## config.mk

```make
export PLATFORM = sky130hd
export DESIGN_NAME = seq_mul
export DESIGN_NICKNAME = d
export VERILOG_FILES = /design/src/rtl/seq_mul.sv
export SDC_FILE = /design/constraint.sdc
export NUM_CORES = 1
export LEC_CHECK = 0
export CELL_PAD_IN_SITES_DETAIL_PLACEMENT = 0
export CELL_PAD_IN_SITES_GLOBAL_PLACEMENT = 1
export CORE_ASPECT_RATIO = 1.25
export CORE_MARGIN = 2
export CORE_UTILIZATION = 40
export CTS_CLUSTER_SIZE = 40
export DETAILED_ROUTE_END_ITERATION = 16
export MAX_ROUTING_LAYER = met4
export PLACE_DENSITY_LB_ADDON = 0.1
export SLEW_MARGIN = 30
export SYNTH_ARGS = -nofsm -noshare
export SYNTH_HDL_FRONTEND = slang
export SYNTH_SLANG_ARGS = --single-unit
```

## constraint.sdc

```tcl
create_clock -name clk -period 2.2 [get_ports clk]
set_clock_uncertainty 0.05 [all_clocks]
set_input_delay 0.55 -clock clk [delete_from_list [all_inputs] [get_ports clk]]
set_output_delay 0.55 -clock clk [all_outputs]
set_load 0.02 [all_outputs]
```

## src/rtl/seq_mul.sv

```systemverilog
// seq_mul: unsigned radix-2 shift-add multiplier with a fixed latency.
// A start sampled at edge n returns its product with a one-cycle mul_rdy
// pulse from edge n+WIDTH+1. Each multiply runs all WIDTH steps, even
// when an operand is zero, so the latency never depends on the data.
module seq_mul #(
  parameter int WIDTH = 8
) (
  input  logic               clk,
  input  logic               rst_n,
  input  logic               mul_start,
  input  logic [WIDTH-1:0]   a,
  input  logic [WIDTH-1:0]   b,
  output logic [2*WIDTH-1:0] product,
  output logic               mul_rdy,
  output logic               busy
);

  localparam int CW = $clog2(WIDTH + 1);

  typedef enum logic [1:0] {IDLE, BUSY, DONE} state_t;

  state_t             state, state_nxt;
  logic [2*WIDTH-1:0] mcand;   // multiplicand, shifted left once per step
  logic [WIDTH-1:0]   mplier;  // multiplier, shifted right once per step
  logic [2*WIDTH-1:0] acc;
  logic [CW-1:0]      cnt;     // number of steps performed so far
  logic               steps_done;

  // The step at cnt == WIDTH-1 is the last one. The next BUSY edge copies
  // the accumulator out and raises mul_rdy.
  assign steps_done = (cnt == CW'(WIDTH));

  // State register
  always_ff @(posedge clk or negedge rst_n) begin
    if (!rst_n) state <= IDLE;
    else        state <= state_nxt;
  end

  // Next state. While BUSY, mul_start is ignored, so a start cannot restart
  // an operation in flight.
  always_comb begin
    state_nxt = state;
    case (state)
      IDLE, DONE: state_nxt = mul_start ? BUSY : IDLE;
      BUSY:       if (steps_done) state_nxt = DONE;
      default:    state_nxt = IDLE;
    endcase
  end

  // Datapath: capture operands on a start, then one shift-add step per edge.
  // The operands are read only on the capture edge.
  always_ff @(posedge clk or negedge rst_n) begin
    if (!rst_n) begin
      mcand   <= '0;
      mplier  <= '0;
      acc     <= '0;
      cnt     <= '0;
      product <= '0;
    end else begin
      case (state)
        IDLE, DONE: begin
          if (mul_start) begin
            mcand  <= {{WIDTH{1'b0}}, a};
            mplier <= b;
            acc    <= '0;
            cnt    <= '0;
          end
        end
        BUSY: begin
          if (!steps_done) begin
            if (mplier[0]) acc <= acc + mcand;
            mplier <= mplier >> 1;
            mcand  <= mcand << 1;
            cnt    <= cnt + 1'b1;
          end else begin
            product <= acc;
          end
        end
        default: ;
      endcase
    end
  end

  // Status flags, registered. mul_rdy is high only for the single DONE
  // cycle. busy covers the WIDTH cycles that lead directly into that DONE
  // cycle.
  always_ff @(posedge clk or negedge rst_n) begin
    if (!rst_n) begin
      mul_rdy <= 1'b0;
      busy    <= 1'b0;
    end else begin
      mul_rdy <= (state == BUSY) && steps_done;
      busy    <= (state == BUSY) && !steps_done;
    end
  end

endmodule

```

==> metrics.csv <==
metric,value,unit
outcome,finished clean,
critPathKind,reg2reg,
cts_root_buffer,clkbuf_8,
place_area,3860,um2
synth_cells,309,
hold_violations,0,
placed_cells,453,
clkSlewWorstSetupHoldPaths,0.07,ns
first_iter_violations,104,
cp_data_required_time,2.38,ns
yosys_warnings,0,
first_global_vias,2421,
cts.sinks,64,
relSlewSlack,75.5,%
async_flop_share,100,%
grt_use_met3,4.50,%
syn_area_per_cell,10.5,um2
synth-edff-count,0,
use_met1,21.1,%
powerDensity,1460,nW/um2
rr_worst_depth,8,
grt-busiest-layer,met2,
period_share,93.5,%
ys_seq_area_share,49.2,%
grt_pass1_wl,12.0,mm
worst_pin_slew,0.368,ns
fill_cells,726,
grt_setup_unrepaired,true,
power,0.00611,W
synthToLayoutAreaGrowth,28.8,%
dpl.hpwl,5.12,mm
arrival,2.24,ns
io_pins,37,
vias,2407,
cts_max_level,3,
synth_area_leaders,"dfrtp_1, ha_1, nand2_1",
grt_max_degree,65,
clock_latency,0.34,ns
die_area,8880,um2
gr-total-overflow,0,
min_period,2.06,ns
setup_viol,0,
final_antenna_net_count,0,
max_freq,486,MHz
drt_first_pass_iters,4,
power.leakage,1.92,nW
drcViolationCount,0,
finalWirelength,7.18,mm
final_layout_size_suffix_gt1_share,20.8,%
start_util,41.5,%
end_kind,flop,
start_kind,flop,
antenna_cells,0,
max_cap_viol_count,0,
utilization,53.5,%
clk_path_buf_depth,2,
core,7840,um2
vdd_ir_drop_max,713,uV
ys.flop_type,dfrtp_1,
finalMaxSlewViolations,0,
syn_area,3250,um2
yosysTopAreaCell,dfrtp_1,
yosys.area.top_type_share,49.2,%
fin_nets,407,
cts_buffers,9,
syn_nets,346,
cts_tree,built,
viasPerCell,5.12,
cp_max_fo,4,
fin_area,4190,um2
die_h,105,um
yosysUniqueCellTypes,45,
ys_seq_elements,64,
use_met2,30.0,%
grt_use_total,17.9,%
placementRows,36,
fin_cells,470,
gp_congestion,0.845,
die-width,84.7,um
io_buffers,36,
hold_path_class,in2async,
wl_per_cell,15.3,um
antenna_found_initial,0,
what timing repair did:
action / in CTS / in global routing
hold buffers: 0 / 0
resized for setup: 0 / 11
endpoints found under the hold margin: 0 / 0
setup endpoints to repair: 0 / 4
setup buffers: 0 / 1
worst max-delay path, stage by stage (launching register included):
cell and delay [ns]:
dfrtp_1 0.44, ha_4 0.30, a211oi_2 0.08, o21a_1 0.22, nand4bb_4 0.24, a21oi_2 0.17, xor2_1 0.20, o21bai_1 0.08
a22o_1 0.17
final timing paths:
kind / start / endpoint / slack, ns
worst max-delay path: acc[1]$_DFFE_PN0P_ / acc[15]$_DFFE_PN0P_ / 0.14
worst min register to register: mplier[5]$_DFFE_PN0P_ / mplier[5]$_DFFE_PN0P_ / 0.43
worst min-delay path: rst_n / product[11]$_DFFE_PN0P_ / 0.17
min in group clk: mplier[5]$_DFFE_PN0P_ / mplier[5]$_DFFE_PN0P_ / 0.43
max in group asynchronous: rst_n / acc[1]$_DFFE_PN0P_ / 1.65
worst max register to register: acc[1]$_DFFE_PN0P_ / acc[15]$_DFFE_PN0P_ / 0.14
where the power goes:
part | switching, W | total [W] | internal, W
clock network | 0.000461 | 0.00119 | 0.000733
registers | 0.000352 | 0.00198 | 0.00163
logic | 0.00150 | 0.00293 | 0.00143
cells by family (layout without fill, tap and decap cells):
logic type      Yosys count  count (layout)  share of synthesized area [%]
fa+ha+maj                18              18                           7.15
xor+xnor                 15              15                           4.04
mux                      30              30                           9.84
simple gates             85              85                           11.9
buf+inv                  19              85                           3.58
flops                    64              64                           49.2
compound gates           78              78                           14.3
per-layer routing:
metal | part of all wire (%) | up-vias
met5 | 0 | -
met4 | 1.3 | 0
met3 | 2.9 | 7
met2 | 52 | 47
met1 | 43 | 1150
li1 | - | 1203
registers in the layout, summed over array words and instances (netlist names):
signal	flops
cnt	4
mplier	8
mcand	16
acc	16
state	2
mul_rdy	1
busy	1
product	16
metrics by stage:
stage | hold WS (ns) | setup TNS [ns] | setup WS, ns
floorplan | 0.204 | 0 | 0.0988
global placement | 0.412 | 0 | 0.0705
detailed placement | 0.420 | 0 | 0.0332
CTS | 0.175 | 0 | 0.0142
global route | 0.176 | -0.0496 | -0.0319
finish | 0.169 | 0 | 0.142
area by class of cell:
cell class	instances	area [um2]	share of cell area [%]
multi-input cells	226	1630	39.0
inverters	6	22.5	0.537
repair buffers	63	583	13.9
flip-flops and latches	64	1600	38.2
clock buffers	14	173	4.12
clock inverters	2	60.1	1.43
well taps	95	119	2.83
cells in the mapped netlist (2+ instances only):
cell / n
dfrtp_1: 64
nand2_1: 55
o21ai_0: 35
ha_1: 17
mux2_2: 16
a21oi_1: 15
mux2i_1: 14
xor2_1: 11
nor2_1: 10
o21ai_1: 8
inv_1: 5
buf_6: 4
xnor2_1: 4
a22o_1: 3
buf_4: 3
clkbuf_1: 3
nand2b_1: 3
nor2b_1: 3
nor3_1: 3
a21o_1: 2
a32o_1: 2
buf_2: 2
nand3_1: 2
o21a_1: 2
o21ai_2: 2
o21bai_1: 2
cell usage in the layout, fill, tap and decap left out, drive strengths merged, types with 11 or more instances in the layout:
cell type / instances
a21oi: 15
buf: 28
clkbuf: 14
clkdlybuf4s50: 35
dfrtp: 64
ha: 17
mux2: 16
mux2i: 14
nand2: 55
nor2: 11
o21ai: 45
xor2: 11
(Power assumes the default switching activity.)
